===== config.mk =====
export PLATFORM = sky130hd
export DESIGN_NAME = usb_stream_arb_flat
export DESIGN_NICKNAME = d
export VERILOG_FILES = /design/src/rtl/usb_stream_arb_if.sv /design/src/rtl/usb_stream_arb.sv /design/src/flat_wrapper.sv
export SDC_FILE = /design/constraint.sdc
export NUM_CORES = 1
export LEC_CHECK = 0
export CAP_MARGIN = 20
export CORE_AREA = 2 2 345 347
export CTS_CLUSTER_DIAMETER = 150
export DETAILED_ROUTE_END_ITERATION = 7
export DIE_AREA = 0 0 347 349
export PLACE_DENSITY = 0.56
export SKIP_CTS_REPAIR_TIMING = 1
export SLEW_MARGIN = 10
export SYNTH_ARGS = -nofsm -noshare
export SYNTH_HDL_FRONTEND = slang
export SYNTH_SLANG_ARGS = --single-unit

===== constraint.sdc =====
create_clock -name CLK -period 3.9 [get_ports CLK]
set_input_delay 1.17 -clock CLK [delete_from_list [all_inputs] [get_ports CLK]]
set_output_delay 1.17 -clock CLK [all_outputs]
set_load 0.01 [all_outputs]

===== src/rtl/usb_stream_arb_if.sv =====
// Bus bundle for usb_stream_arb: per-channel byte inputs on one side,
// FT245-style synchronous FIFO write pins on the other.
interface usb_stream_arb_if #(
    parameter int NUM_CH = 4
);
    logic [8*NUM_CH-1:0] IN_DATA;
    logic [NUM_CH-1:0]   IN_WR;
    logic [NUM_CH-1:0]   IN_HAVE_SPACE;
    logic [NUM_CH-1:0]   OVERFLOW;
    logic                USB_TXE_N;
    logic                USB_WR_N;
    logic [7:0]          USB_D;

    modport master (
        output IN_DATA, IN_WR, USB_TXE_N,
        input  IN_HAVE_SPACE, OVERFLOW, USB_WR_N, USB_D
    );

    modport slave (
        input  IN_DATA, IN_WR, USB_TXE_N,
        output IN_HAVE_SPACE, OVERFLOW, USB_WR_N, USB_D
    );
endinterface


===== src/rtl/usb_stream_arb.sv =====
// Merges NUM_CH byte streams onto one FT245 write bus as framed bursts:
// header {ch[2:0], len[4:0]} followed by len payload bytes, round-robin.
module usb_stream_arb #(
    parameter int NUM_CH    = 4,
    parameter int FIFO_AW   = 5,
    parameter int BURST_MAX = 16
) (
    input  logic             CLK,
    input  logic             RST,
    usb_stream_arb_if.slave  bus
);
    localparam int DEPTH = 1 << FIFO_AW;
    localparam int CH_W  = (NUM_CH > 1) ? $clog2(NUM_CH) : 1;
    localparam logic [FIFO_AW:0] FULL_CNT = (FIFO_AW+1)'(DEPTH);

    typedef enum logic [1:0] {
        IDLE   = 2'd0,
        HEADER = 2'd1,
        DATA   = 2'd2
    } state_t;

    logic [7:0]         mem_r    [NUM_CH][DEPTH];
    logic [FIFO_AW-1:0] wr_ptr_r [NUM_CH];
    logic [FIFO_AW-1:0] rd_ptr_r [NUM_CH];
    logic [FIFO_AW:0]   count_r  [NUM_CH];
    logic [NUM_CH-1:0]  full_s, push_s, pop_s, overflow_r;

    state_t            state_r, state_s;
    logic [CH_W-1:0]   ch_r, ch_s, rr_ptr_r, rr_ptr_s, sel_s;
    logic [4:0]        len_r, len_s, rem_r, rem_s, sel_len_s;
    logic [FIFO_AW:0]  sel_cnt_s;
    logic              found_s, wr_n_r, wr_n_s, xfer_s;
    logic [7:0]        d_r, d_s, head_byte_s;

    // Full flags use the pre-pop count, so a write into a full FIFO is dropped even on a pop cycle
    always_comb begin
        for (int n = 0; n < NUM_CH; n++) begin
            full_s[n] = (count_r[n] == FULL_CNT);
            push_s[n] = bus.IN_WR[n] & ~full_s[n];
        end
    end

    assign bus.IN_HAVE_SPACE = ~full_s;
    assign bus.OVERFLOW      = overflow_r;
    assign bus.USB_WR_N      = wr_n_r;
    assign bus.USB_D         = d_r;
    assign xfer_s            = ~wr_n_r & ~bus.USB_TXE_N;

    // Round-robin search starting just after the last served channel
    always_comb begin
        int idx;
        found_s = 1'b0;
        sel_s   = CH_W'(0);
        idx     = 0;
        for (int i = 1; i <= NUM_CH; i++) begin
            idx = int'(rr_ptr_r) + i;
            if (idx >= NUM_CH) begin
                idx = idx - NUM_CH;
            end else begin
                idx = idx;
            end
            if (!found_s && (count_r[idx] != (FIFO_AW+1)'(0))) begin
                found_s = 1'b1;
                sel_s   = CH_W'(idx);
            end else begin
                found_s = found_s;
            end
        end
        sel_cnt_s = count_r[sel_s];
        if (int'(sel_cnt_s) > BURST_MAX) begin
            sel_len_s = 5'(BURST_MAX);
        end else begin
            sel_len_s = 5'(sel_cnt_s);
        end
        head_byte_s = {3'(sel_s), sel_len_s};
    end

    // Burst FSM next-state and output/pop decode
    always_comb begin
        state_s  = state_r;
        ch_s     = ch_r;
        len_s    = len_r;
        rem_s    = rem_r;
        rr_ptr_s = rr_ptr_r;
        wr_n_s   = wr_n_r;
        d_s      = d_r;
        pop_s    = {NUM_CH{1'b0}};
        case (state_r)
            IDLE: begin
                if (found_s) begin
                    ch_s     = sel_s;
                    len_s    = sel_len_s;
                    d_s      = head_byte_s;
                    wr_n_s   = 1'b0;
                    rr_ptr_s = sel_s;
                    state_s  = HEADER;
                end else begin
                    wr_n_s   = 1'b1;
                end
            end
            HEADER: begin
                if (xfer_s) begin
                    pop_s[ch_r] = 1'b1;
                    d_s         = mem_r[ch_r][rd_ptr_r[ch_r]];
                    rem_s       = len_r - 5'd1;
                    state_s     = DATA;
                end else begin
                    state_s     = HEADER;
                end
            end
            DATA: begin
                if (xfer_s && (rem_r != 5'd0)) begin
                    pop_s[ch_r] = 1'b1;
                    d_s         = mem_r[ch_r][rd_ptr_r[ch_r]];
                    rem_s       = rem_r - 5'd1;
                end else if (xfer_s) begin
                    wr_n_s      = 1'b1;
                    state_s     = IDLE;
                end else begin
                    state_s     = DATA;
                end
            end
            default: begin
                wr_n_s  = 1'b1;
                state_s = IDLE;
            end
        endcase
    end

    // FSM state and registered FTDI outputs
    always_ff @(posedge CLK) begin
        if (RST) begin
            state_r  <= IDLE;
            ch_r     <= CH_W'(0);
            len_r    <= 5'd0;
            rem_r    <= 5'd0;
            rr_ptr_r <= CH_W'(NUM_CH - 1);
            wr_n_r   <= 1'b1;
            d_r      <= 8'd0;
        end else begin
            state_r  <= state_s;
            ch_r     <= ch_s;
            len_r    <= len_s;
            rem_r    <= rem_s;
            rr_ptr_r <= rr_ptr_s;
            wr_n_r   <= wr_n_s;
            d_r      <= d_s;
        end
    end

    // Per-channel FIFO pointers, occupancy and sticky overflow
    always_ff @(posedge CLK) begin
        if (RST) begin
            for (int n = 0; n < NUM_CH; n++) begin
                wr_ptr_r[n] <= FIFO_AW'(0);
                rd_ptr_r[n] <= FIFO_AW'(0);
                count_r[n]  <= (FIFO_AW+1)'(0);
            end
            overflow_r <= {NUM_CH{1'b0}};
        end else begin
            for (int n = 0; n < NUM_CH; n++) begin
                if (push_s[n]) wr_ptr_r[n] <= wr_ptr_r[n] + FIFO_AW'(1);
                if (pop_s[n])  rd_ptr_r[n] <= rd_ptr_r[n] + FIFO_AW'(1);
                case ({push_s[n], pop_s[n]})
                    2'b10:   count_r[n] <= count_r[n] + (FIFO_AW+1)'(1);
                    2'b01:   count_r[n] <= count_r[n] - (FIFO_AW+1)'(1);
                    default: count_r[n] <= count_r[n];
                endcase
                overflow_r[n] <= overflow_r[n] | (bus.IN_WR[n] & full_s[n]);
            end
        end
    end

    // FIFO storage; contents are don't-care until written
    always_ff @(posedge CLK) begin
        for (int n = 0; n < NUM_CH; n++) begin
            if (push_s[n]) mem_r[n][wr_ptr_r[n]] <= bus.IN_DATA[8*n +: 8];
        end
    end
endmodule


===== src/flat_wrapper.sv =====
// flat-port wrapper written by rule: the top's interface ports become plain ports
module usb_stream_arb_flat 
#(
    parameter int NUM_CH    = 4,
    parameter int FIFO_AW   = 5,
    parameter int BURST_MAX = 16
)
  (CLK, RST, bus_IN_DATA, bus_IN_WR, bus_USB_TXE_N, bus_IN_HAVE_SPACE, bus_OVERFLOW, bus_USB_WR_N, bus_USB_D);
  usb_stream_arb_if #(.NUM_CH(NUM_CH)) bus_i ();
  input  logic CLK;
  input  logic RST;
  input wire logic [$bits(bus_i.IN_DATA)-1:0] bus_IN_DATA;
  input wire logic [$bits(bus_i.IN_WR)-1:0] bus_IN_WR;
  input wire logic [$bits(bus_i.USB_TXE_N)-1:0] bus_USB_TXE_N;
  output wire logic [$bits(bus_i.IN_HAVE_SPACE)-1:0] bus_IN_HAVE_SPACE;
  output wire logic [$bits(bus_i.OVERFLOW)-1:0] bus_OVERFLOW;
  output wire logic [$bits(bus_i.USB_WR_N)-1:0] bus_USB_WR_N;
  output wire logic [$bits(bus_i.USB_D)-1:0] bus_USB_D;
  assign bus_i.IN_DATA = bus_IN_DATA;
  assign bus_i.IN_WR = bus_IN_WR;
  assign bus_i.USB_TXE_N = bus_USB_TXE_N;
  assign bus_IN_HAVE_SPACE = bus_i.IN_HAVE_SPACE;
  assign bus_OVERFLOW = bus_i.OVERFLOW;
  assign bus_USB_WR_N = bus_i.USB_WR_N;
  assign bus_USB_D = bus_i.USB_D;
  usb_stream_arb #(.NUM_CH(NUM_CH), .FIFO_AW(FIFO_AW), .BURST_MAX(BURST_MAX)) u_core (.CLK(CLK), .RST(RST), .bus(bus_i));
endmodule

After elaboration in Yosys (flattened, before gate mapping) --
Memory sizes are Yosys's and may differ from the RTL's. A register that Yosys moved wholly into a read port is not among the register bits. Index checks and enable logic that the tools add are counted.
Word-level totals: bits in registers 29, latch bits 0, RAM bits 1088, memory bits (read-only) 0, bits of input ports 39, memories 4
Cells by class: add/sub/neg operators 26, multiply operators 0, divide/modulo/power cells 0, magnitude comparators 16, equal/unequal tests 19, shift-type cells 0, muxes and demuxes 135, bitwise gates (word level) 46, reduce and logical (&&, ||, !) cells 29
Memory list:
- u_core.mem_r | depth 4, bits a word 256, rd ports 1, clocked after Yosys merged registers in 1, wr ports 4, RTL line usb_stream_arb.sv:22 | logic [7:0] mem_r [NUM_CH][DEPTH];
- u_core.count_r | depth 4, bits a word 6, rd ports 9, clocked after Yosys merged registers in 0, wr ports 4, RTL line usb_stream_arb.sv:25 | logic [FIFO_AW:0] count_r [NUM_CH];
- u_core.rd_ptr_r | depth 4, bits a word 5, rd ports 5, clocked after Yosys merged registers in 1, wr ports 4, RTL line usb_stream_arb.sv:24 | logic [FIFO_AW-1:0] rd_ptr_r [NUM_CH];
- u_core.wr_ptr_r | depth 4, bits a word 5, rd ports 4, clocked after Yosys merged registers in 0, wr ports 4, RTL line usb_stream_arb.sv:23 | logic [FIFO_AW-1:0] wr_ptr_r [NUM_CH];
Operators by type and width (number):
- $mux 256 | 4
- $demux 8 s5 | 4
- $mux 6 | 12
- $mux 8 | 9
- $mux 1 | 70
- $mux 5 | 11
- $add 5x1->5 const B | 8
- $bmux 8 s5 | 1
- $mux 2 | 16
- $ge 6x6->1 const B | 5
- $not 5->6 | 5
- $add 6x1->6 const B | 4
- $eq 6x6->1 const B | 4
- $lt 6x1->1 const B | 4
- $or 1x1->1 | 24
- $pmux 8 s3 | 1
- $reduce_bool 6->1 | 4
- $sub 6x1->6 const B | 4
- $eq 2x1->1 const B | 5
- $eq 2x2->1 const B | 5
- $pmux 5 s2 | 1
- $sub 5x1->5 const B | 2
- $and 1x1->1 | 9
- $ge 3x3->1 const B | 3
- other kinds (27) | 56

Logic depth before layout (Yosys ltp) --
Gate-level depths: netlist of run 1. An unclocked memory read counts as a cell.
word-level depth 20, gate-level depth with buffers 16

Worst setup path before layout of run 1 --
Ideal clock, no wire load.
path type input -> register, start in bus_USB_TXE_N, end mem u_core.count_r[1][5] (netlist bit) (data pin), data arrival time 3.100 ns, required time 3.624 ns, path slack 0.524 ns, stages on the path 12, cells stage by stage nor2_1 > o211ai_1 > nor2_1 > nand2_1 > inv_1 > ha_1 > nand2_1 > or3_1 > or4_1 > o21ai_1 > xnor2_1 > nor2_1
RTL lines:
- start, declared | RTL line flat_wrapper.sv:14 | input wire logic [$bits(bus_i.USB_TXE_N)-1:0] bus_USB_TXE_N;
- end, declared | RTL line usb_stream_arb.sv:25

==> metrics.cfg, run 1 <==
[pwr]
power_leakage_nw=18.7
power.density_mw_per_mm2=534
ir_drop_mv=0.345

[synth]
synth-edff-count=1088
synth.area.top_cells=edfxtp_1 70%, mux2i_1 6.0%, nand2_1 2.3%, mux4_2 1.9%, nor2_1 1.8%
ys_warn_count=0
syn_nets=3230
synth_area_mm2=0.0468
ys_ff_latch=1119
netlist.area_leader.share_pct=69.8
async_reset_ff_share_pct=0
synth_area_leader_cell=edfxtp_1
synth_area_per_cell_um2=14.8
synth.distinct_cells=74
yosysMostFrequentCell=edfxtp_1
synth_ff_type=edfxtp_1
seq_area_frac_synth_pct=71.2
syn_inst=3153
synthTopCellsByCount=1088 x edfxtp_1, 281 x nand2_1, 280 x mux2i_1

[timing]
fmax_mhz=270
hold_violations=0
relSlewSlack_pct=32.6
tightest_slew_ps=995
skew_ps=27.1
rsz0062_at_grt=false
min_period_ps=3700
min_period_over_period_pct=94.9
setup_viol=0
drv_slew=0
setup_ws_ps=201

[grt]
grt_overflow_total=0
grt_util_all_layers_pct=25.9
grt_pass1_wl_um=218000
grt_pass1_vias=27729
grt_max_degree=67
grt_antenna_before_repair=8

[place]
port_buffers=55
dp_hpwl_um=114000
gp_congestion=1.02
post_dp_cell_area_mm2=0.0514
dpl_worst_slack_ps=-46.0

[route]
routedWlPerCell_um=30.9
drc=0
wl_um=159000
drt_first_pass_iters=5
drt_iter0_markers=3915
antenna_left=0
vias=29643
viasPerCell=5.76

[clock_network]
clk_latency_ps=740
cts_tree=done
cts.path.max_buffers=3
clock-root-buffer=clkbuf_16
htree_levels=3
numCtsBuffers=119
cts_sinks=1119
clk_pin_slew_ps=60

[run_status]
status=completed

[floorplanning]
fp.coreArea_mm2=0.117
die_area_mm2=0.121
die_h_um=349
die_w_um=347
initial_utilization_pct=39.8
rows=126
io_pins=56

[critical_path]
worst-r2r-setup-slack_ps=330
critPathLaunchType=register
slowest_delay_ps=510
required_ps=2730
critPathKind=register to output port
crit_path_end_kind=output port
cp_cell_sequence=or3_1 -> nor3_1 -> nand2_1 -> clkdlybuf4s50_1
arrival_ps=2530
critPathMaxFanout=7
crit_slowest_cell=edfxtp_1

[min_path]
worst_hold_path_type=register to register

[final_layout]
antennaDiodeCount=0
area_growth_syn_to_layout_pct=17.9
post-route-cell-area_mm2=0.0552
drive_above_1_share_pct=18.5
final_net_count=3579
fillers=10159

[run]
maxCapViolations=0

## per-layer routing
| layer | GRT usage, % | share of wire (%) |
|---|---|---|
| met4 | 9.62 | 3.9 |
| met1 | 36.1 | 42 |
| met5 | 0 | 0.015 |
| met2 | 40.1 | 45 |
| met3 | 5.06 | 8.6 |
## worst max-delay path: cells and delay by family (launching register included)
family	cells	cell delay [ps]
DFF	1	510
buffers and inverters	1	490
and+or+nand+nor	3	820
## placed cells by master, fill, tap and decap left out, types with 54 or more instances in the layout
master / synthesis / layout
nor3_1: 81 / 81
clkbuf_16: 0 / 120
clkdlybuf4s50_1: 0 / 54
nor2_1: 230 / 230
mux2i_1: 280 / 278
o21ai_0: 69 / 69
edfxtp_1: 1088 / 1088
a211oi_1: 62 / 62
nand2_1: 281 / 281
a21oi_1: 138 / 138
buf_4: 7 / 345
mux2_2: 68 / 67
nand3_1: 71 / 71
## power breakdown
part	internal, W	switching (W)	total, W
logic	0.00154	0.00319	0.00472
registers	0.0134	0.000264	0.0137
clock network	0.00626	0.00475	0.0110
## registers in the layout (all words and copies together), names as in the netlist, named ones only
name / flops
u_core.bus.USB_WR_N: 1
u_core.wr_ptr_r: 20
u_core.rr_ptr_r: 2
u_core.bus.USB_D: 8
u_core.rem_r: 5
u_core.ch_r: 2
u_core.bus.OVERFLOW: 4
u_core.count_r: 24
u_core.rd_ptr_r: 20
u_core.len_r: 5
u_core.mem_r: 1024
u_core.state_r: 2
## per-stage QoR
step                      setup TNS [ps]  hold slack [ps]  util, %  instances  power [W]
after floorplan                        0              431        -       3153     0.0161
after global placement                 0              450     43.8       4917     0.0186
after detailed placement           -46.0              452     43.8       4917     0.0186
after CTS                              0              465     47.0       5144     0.0295
after global routing                   0              481     47.0       5144     0.0302
final                                  0              462     47.0       5144     0.0294
## path summary, 6_finish.rpt
path                                                         start                                to  depth (start not counted)
worst max-delay path            u_core.count_r[1][0]$_SDFFCE_PP0P_              bus_IN_HAVE_SPACE[1]                          4
worst min-delay path                  u_core.len_r[0]$_SDFFE_PP0P_      u_core.len_r[0]$_SDFFE_PP0P_                          2
worst max register to register                            register  u_core.bus.USB_D[3]$_SDFFE_PP0P_                          9
worst min register to register        u_core.len_r[0]$_SDFFE_PP0P_      u_core.len_r[0]$_SDFFE_PP0P_                          2
## cells by family (layout without fill, tap and decap cells)
kind of cell	count (synthesis)	in the layout	share of synthesized area (%)
simple gates	815	815	7.91
flops	1119	1119	71.2
fa+ha+maj	38	38	1.02
buf+inv	220	675	2.04
mux	406	406	9.99
xor+xnor	41	41	0.768
compound gates	514	514	7.11
## layout make-up
class / instances / area [um2] / area share (%)
Tap cell: 1536 / 1920 / 3.48
Timing Repair Buffer: 417 / 3480 / 6.30
Multi-Input combinational cell: 1814 / 12600 / 22.8
Clock buffer: 147 / 3110 / 5.65
Clock inverter: 80 / 662 / 1.20
Sequential cell: 1119 / 33300 / 60.4
Inverter: 31 / 118 / 0.213
Power figures use the tool's default switching activity.
==> run 2: changes to the inputs <==
--- a/config.mk
+++ b/config.mk
@@ -5,6 +5,7 @@
 export SDC_FILE = /design/constraint.sdc
 export NUM_CORES = 1
 export LEC_CHECK = 0
+export ABC_CLOCK_PERIOD_IN_PS = 3900
 export CAP_MARGIN = 20
 export CORE_AREA = 2 2 345 347
 export CTS_CLUSTER_DIAMETER = 150
==> results of run 2 <==
No change in the layout: final DEF, timing and power equal those of run 1.
